File: src/rtl/uart_pkg.sv
// rtl/uart_pkg.sv - shared encodings and defaults for the UART receive path
package uart_pkg;

   localparam int UART_FIFO_DEPTH_LOG2  = 4;
   localparam int UART_FIFO_ALMOST_FULL = 12;

   typedef enum logic {
      ING_IDLE = 1'b0,
      ING_ACK  = 1'b1
   } ing_state_t;

endpackage

File: src/rtl/sync_fifo_fwft.sv
// rtl/sync_fifo_fwft.sv - first-word-fall-through synchronous FIFO with registered level/flags
module sync_fifo_fwft #(
   parameter int DEPTH_LOG2  = 4,
   parameter int ALMOST_FULL = 12,
   parameter int WIDTH       = 8
) (
   input  logic                  clk,
   input  logic                  rst,
   input  logic                  push,
   input  logic [WIDTH-1:0]      din,
   input  logic                  pop,
   output logic [WIDTH-1:0]      dout,
   output logic                  not_empty,
   output logic                  full,
   output logic                  almost_full,
   output logic [DEPTH_LOG2:0]   level
);

   localparam int                  DEPTH   = 2 ** DEPTH_LOG2;
   localparam logic [DEPTH_LOG2:0] LVL_MAX = (DEPTH_LOG2 + 1)'(DEPTH);
   localparam logic [DEPTH_LOG2:0] LVL_AF  = (DEPTH_LOG2 + 1)'(ALMOST_FULL);
   localparam logic [DEPTH_LOG2:0] LVL_ONE = (DEPTH_LOG2 + 1)'(1);
   localparam logic [DEPTH_LOG2-1:0] PTR_ONE = DEPTH_LOG2'(1);

   logic [WIDTH-1:0]      mem [DEPTH];
   logic [DEPTH_LOG2-1:0] wr_ptr;
   logic [DEPTH_LOG2-1:0] rd_ptr;
   logic [DEPTH_LOG2:0]   level_next;
   logic                  wr_en;
   logic                  rd_en;

   // Gate on the registered flags: a write while full is refused even if a pop frees a slot this cycle.
   assign wr_en = push && !full;
   assign rd_en = pop && not_empty;
   assign dout  = mem[rd_ptr];

   always_comb begin
      level_next = level;
      case ({wr_en, rd_en})
         2'b10:   level_next = level + LVL_ONE;
         2'b01:   level_next = level - LVL_ONE;
         default: level_next = level;
      endcase
   end

   always_ff @(posedge clk) begin
      if (wr_en) begin
         mem[wr_ptr] <= din;
      end
   end

   always_ff @(posedge clk) begin
      if (rst) begin
         wr_ptr      <= '0;
         rd_ptr      <= '0;
         level       <= '0;
         not_empty   <= 1'b0;
         full        <= 1'b0;
         almost_full <= 1'b0;
      end else begin
         if (wr_en) begin
            wr_ptr <= wr_ptr + PTR_ONE;
         end
         if (rd_en) begin
            rd_ptr <= rd_ptr + PTR_ONE;
         end
         level       <= level_next;
         not_empty   <= (level_next != '0);
         full        <= (level_next == LVL_MAX);
         almost_full <= (level_next >= LVL_AF);
      end
   end

endmodule

File: src/rtl/uart_rx_fifo.sv
// rtl/uart_rx_fifo.sv - drains uart_rx bytes with a data_read handshake into a FWFT FIFO
module uart_rx_fifo
   import uart_pkg::*;
#(
   parameter int DEPTH_LOG2  = UART_FIFO_DEPTH_LOG2,
   parameter int ALMOST_FULL = UART_FIFO_ALMOST_FULL
) (
   input  logic                  clk,
   input  logic                  rst,
   input  logic [7:0]            rxdata_in,
   input  logic                  rxrecv_in,
   output logic                  data_read_out,
   input  logic                  cpu_rd,
   output logic [7:0]            cpu_dout,
   output logic                  not_empty,
   output logic                  full,
   output logic                  almost_full,
   output logic [DEPTH_LOG2:0]   level
);

   ing_state_t state_q;
   ing_state_t state_d;
   logic       push;

   // ACK waits for rxrecv to drop so a byte still held after its ack is not written twice.
   always_comb begin
      state_d = state_q;
      push    = 1'b0;
      case (state_q)
         ING_IDLE: begin
            if (rxrecv_in && !full) begin
               push    = 1'b1;
               state_d = ING_ACK;
            end
         end
         ING_ACK: begin
            if (!rxrecv_in) begin
               state_d = ING_IDLE;
            end
         end
         default: state_d = ING_IDLE;
      endcase
   end

   always_ff @(posedge clk) begin
      if (rst) begin
         state_q       <= ING_IDLE;
         data_read_out <= 1'b0;
      end else begin
         state_q       <= state_d;
         data_read_out <= push;
      end
   end

   sync_fifo_fwft #(
      .DEPTH_LOG2  (DEPTH_LOG2),
      .ALMOST_FULL (ALMOST_FULL),
      .WIDTH       (8)
   ) u_fifo (
      .clk         (clk),
      .rst         (rst),
      .push        (push),
      .din         (rxdata_in),
      .pop         (cpu_rd),
      .dout        (cpu_dout),
      .not_empty   (not_empty),
      .full        (full),
      .almost_full (almost_full),
      .level       (level)
   );

endmodule

File: config.mk
export PLATFORM = sky130hd
export DESIGN_NAME = uart_rx_fifo
export DESIGN_NICKNAME = d
export VERILOG_FILES = /design/src/rtl/uart_pkg.sv /design/src/rtl/sync_fifo_fwft.sv /design/src/rtl/uart_rx_fifo.sv
export SDC_FILE = /design/constraint.sdc
export NUM_CORES = 1
export LEC_CHECK = 0
export ABC_CLOCK_PERIOD_IN_PS = 2500
export CAP_MARGIN = 25
export CORE_MARGIN = 8
export CORE_UTILIZATION = 52
export CTS_CLUSTER_SIZE = 30
export DETAILED_ROUTE_END_ITERATION = 6
export PLACE_DENSITY = 0.82
export SLEW_MARGIN = 5
export SYNTH_ARGS = -nofsm -noshare
export SYNTH_HDL_FRONTEND = slang
export SYNTH_SLANG_ARGS = --single-unit
File: constraint.sdc
create_clock -name clk -period 2.5 [get_ports clk]
set_input_delay 0.375 -clock clk [delete_from_list [all_inputs] [get_ports clk]]
set_output_delay 0.375 -clock clk [all_outputs]
set_load 0.05 [all_outputs]
; ---- Yosys cells after proc, flatten, opt, wreduce, memory -nomap -nowiden
; Memories as Yosys holds them, arrays and structs flattened. A register that Yosys moved wholly into a read port is not among the register bits.
; Index checks and enable logic that the tools add are counted.
[totals]
ff_bits = 18
mem_bits_rw = 128
in_bits = 12
out_inout_bits = 17
wordCells = 32
memories = 1
[memory_table]
columns = name, words, word_bits, read_ports, rd_ports_with_merged_regs, write_ports, line_no
row1 = u_fifo.mem, 16, 8, 1, 1, 1, sync_fifo_fwft.sv:25  ; logic [WIDTH-1:0] mem [DEPTH];
[op_classes]
add_sub_neg = 4
magnitude_cmp = 1
eq_ne = 3
muxes = 9
bitwise = 1
reduce_logical = 5
[op_table]
columns = cell, count
row1 = $pmux W5 S2, 1
row2 = $add A4 B1 Y4 const B, 2
row3 = $mux W4, 2
row4 = $add A5 B1 Y5 const B, 1
row5 = $eq A5 B5 Y1 const B, 1
row6 = $ge A5 B4 Y1 const B, 1
row7 = $mux W1, 5
row8 = $reduce_bool A5 Y1, 1
row9 = $sub A5 B1 Y5 const B, 1
row10 = $logic_and A1 B1 Y1, 3
row11 = $eq A2 B1 Y1 const B, 1
row12 = $eq A2 B2 Y1 const B, 1
row13 = $pmux W1 S2, 1
row14 = $logic_not A1 Y1, 1
row15 = $not A1 Y1, 1

; ---- Logic depth before layout (Yosys ltp)
[logic_depth]
word_depth = 8
ltp_mapped = 11

; ---- Hierarchy
; Synthesis repeated with hierarchy kept, for this count alone.
[hier_totals]
cells_unflattened = 322
hier_area_um2 = 6024.5
[by_module_without_submodules]
columns = module, instances, cells_per_inst, area_each_um2, seq_area_each_um2
row1 = sync_fifo_fwft, 1, 316, 5949.5, 4244.1
row2 = uart_rx_fifo, 1, 6, 75.1, 40.0

; ---- Least setup slack after synthesis
; No wires, ideal clock.
[synth_timing]
path_type = register to register
from = register u_fifo.full
to = register u_fifo.full
setup_ns = 0.134
t_arrival_ns = 2.732
required_ns = 2.366
slack_ns = -0.366
path_stages_with_launch = 12
period_less_slack_ns = 2.866
cell_sequence = dfxtp_1 nor3b_2 inv_1 ha_1 buf_6 xor2_1 ha_1 a21oi_1 xor2_1 nor4b_1 or3_1 nor4bb_1
[synth_between]
elab_chain_cells = 8
[synth_lines]
columns = element, line_no
row1 = "start, declared", sync_fifo_fwft.sv:14  ; output logic full,
row2 = "start signal, assigned", sync_fifo_fwft.sv:69  ; full <= (level_next == LVL_MAX);
row3 = $logic_not A1 Y1 (*), "sync_fifo_fwft.sv:33, uart_rx_fifo.sv:31"
row4 = $logic_and A1 B1 Y1, uart_rx_fifo.sv:31  ; if (rxrecv_in && !full) begin
row5 = $mux W1, uart_rx_fifo.sv:31
row6 = $mux W1, uart_rx_fifo.sv:29  ; case (state_q)
row7 = $logic_and A1 B1 Y1 (*), sync_fifo_fwft.sv:33  ; assign wr_en = push && !full;
row8 = $eq A2 B1 Y1 / $eq A2 B2 Y1 (equally long branches), sync_fifo_fwft.sv:39  ; case ({wr_en, rd_en})
row9 = $pmux W5 S2 (*), sync_fifo_fwft.sv:39
row10 = $eq A5 B5 Y1 (*), sync_fifo_fwft.sv:69
; Every way passes the cells marked *; elsewhere a longest branch is shown, timed or not.
; A chain may end at the register's enable or synchronous reset.

==> reports/qor.yml <==
status:
  status: "finished, violations left"
  violations: "negative setup slack"
worst_setup_path:
  max_stage_delay_ns: 0.56
  timing.critical_path.mode_cell: "mux4_2"
  critPathKind: "reg -> out"
  slowest_stage: "mux4_2"
  path_buf_inv: 2
  crit_fanout: 14
  cpLargestDelayFamily: "multiplexers"
  start_kind: "flip-flop"
  crit_chain: "buf_12, mux4_2, mux4_2, buf_6"
  cp.arrival_ns: 2.21
  crit_path_end_kind: "primary output"
  cp.required_ns: 2.12
sta:
  fmax_mhz: 387
  worst_pin_slew_ns: 0.593
  slew_headroom_pct: 60.3
  drv_slew: 0
  hold_viol: 0
  post-route-min-period_ns: 2.58
  rsz0062_at_grt: "yes"
  min_period_over_period_pct: 103
  fin_ws_ns: -0.0831
  finClkSkew_ns: 0.00725
  setup_viol_count_final: 8
cts:
  cts_tree: "yes"
  cts_buffers: 17
  root_buffer: "clkbuf_16"
  cts_buffer_depth: 2
  clock_sinks: 150
  clk_pin_slew_ns: 0.06
  insertion_delay_ns: 0.42
  cts_htree_levels: 4
  hold_buffers: 0
  postCtsSetupBuffers: 0
route:
  routed-via-count: 3165
  ant_nets: 0
  drcViolationCount: 0
  avgRoutedWirePerCell_um: 23.1
  via_per_inst: 5.90
  firstDrtPassIters: 5
  drtIter0Drc: 396
  wl_um: 12400
final_layout:
  final_common_cell: "edfxtp_1"
  area.growth.synth_to_final_pct: 22.6
  nNetsFinal: 400
  drive_above_1_share_pct: 31.6
  diodes: 0
  fin_util_pct: 64.8
  final_cell_mix: "128 x edfxtp_1, 40 x mux4_2, 29 x buf_4"
synth:
  synth.distinct_cells: 41
  syn_nets: 339
  seq_area_frac_synth_pct: 71.3
  syn-instance-count: 319
  syn_area_per_cell_um2: 18.8
  async_flop_share_pct: 0
  synth_edf_count: 128
  synth_area_um2: 6010
  yosysWarnings: 0
  ys_seq_elements: 150
  synthFlopType: "edfxtp_1"
die:
  dieArea_um2: 15300
  core_area_um2: 11400
  die_x_um: 124
  start_util_pct: 52.9
  rows: 39
  ios: 29
  die_h_um: 124
place:
  hpwlAfterDp_um: 7810
  place.port_buffers: 28
  gp_congestion: 0.785
run:
  max-cap-violations: 0
pwr:
  totalPowerFinal_mw: 7.17
  ir_drop_uv: 721
  leakagePower_nw: 2.45
  p_per_area_nw_per_um2: 973
global_route:
  grt_pass1_wl_um: 19200
  grt_max_degree: 33
  antenna_found_initial: 1
  gr-usage-all-layers_pct: 17.6
  grt_pass1_vias: 3292
  gr-total-overflow: 0
min_path:
  min_path_type: "reg -> reg"
-- cells in the mapped netlist (4+ instances only) --
| library cell | count | share of area [%] |
|---|---|---|
| buf_2 | 5 | 0.42 |
| mux4_2 | 40 | 15 |
| a21oi_1 | 4 | 0.33 |
| ha_1 | 8 | 1.7 |
| nor2_1 | 20 | 1.2 |
| edfxtp_1 | 128 | 64 |
| and2_1 | 17 | 1.8 |
| dfxtp_1 | 22 | 7.3 |
| buf_1 | 6 | 0.37 |
| xnor2_1 | 4 | 0.58 |
| nand2_1 | 8 | 0.50 |
| xor2_1 | 7 | 1.0 |
| inv_1 | 4 | 0.25 |
-- where the power goes --
group          switching, mW  internal (mW)  total (mW)
registers             0.0864           2.82        2.90
logic                  0.788          0.684        1.47
clock network           1.01           1.78        2.80
-- metrics by stage --
stage	hold WS (ns)	std cells	setup WS (ns)	TNS [ns]	instance area (um2)
2_1_floorplan	0.474	319	-0.0243	-0.0243	6040
3_3_place_gp	0.507	504	-0.253	-0.808	6670
3_5_place_dp	0.512	504	-0.403	-1.25	6670
4_1_cts	0.521	536	-0.120	-0.774	7350
5_1_grt	0.559	536	-0.161	-1.19	7370
6_report	0.520	536	-0.0831	-0.492	7370
-- final timing paths --
path,start,depth (start not counted),to,slack [ns]
min,u_fifo.wr_ptr[1],2,u_fifo.wr_ptr[1],0.52
min reg2reg,u_fifo.wr_ptr[1],2,u_fifo.wr_ptr[1],0.52
max,flip-flop,4,cpu_dout[4],-0.08
max reg2reg,state_q,10,u_fifo.full,0.14
-- routing by layer --
metal / vias up / routed length, um / global-route usage [%]
met5: - / 13 / 0
met4: 2 / 290 / 6.70
met3: 31 / 1050 / 6.67
met2: 159 / 6110 / 27.8
met1: 1588 / 4940 / 21.7
li1: 1385 / - / -
-- registers in the layout (all words and copies together) (netlist names), named ones only --
signal,flops
u_fifo.not_empty,1
u_fifo.mem,128
u_fifo.almost_full,1
u_fifo.level,5
u_fifo.full,1
u_fifo.rd_ptr,4
u_fifo.wr_ptr,4
data_read_out,1
state_q,1
-- layout make-up --
type,instances,area (um2)
multi-input combinational,147,1660
tap,143,179
clock inverter,14,224
inverter,4,15.0
sequential,150,4300
timing repair buffer,60,568
fill,727,4000
clock buffer,18,429
-- kinds of logic after synthesis --
logic type               after synthesis  synth area share [%]
AND/OR/NAND/NOR                       70                  6.41
XOR/XNOR                              11                  1.60
multiplexers                          43                  15.5
flip-flops                           150                  71.3
adder cells (fa/ha/maj)                8                  1.67
AO/OA/AOI/OAI                         15                  1.75
buffers and inverters                 22                  1.79
-- worst min-delay path: stages, from the launching register on --
cell	delay, ns
dfxtp_1	0.35
nand2_1	0.07
a21oi_1	0.05
-- timing repair --
action                     CTS  global route
setup endpoints to repair    8             9
resized for setup            9             3
pin swaps                    0             0
Note: power is estimated with default switching activity, not from simulation.
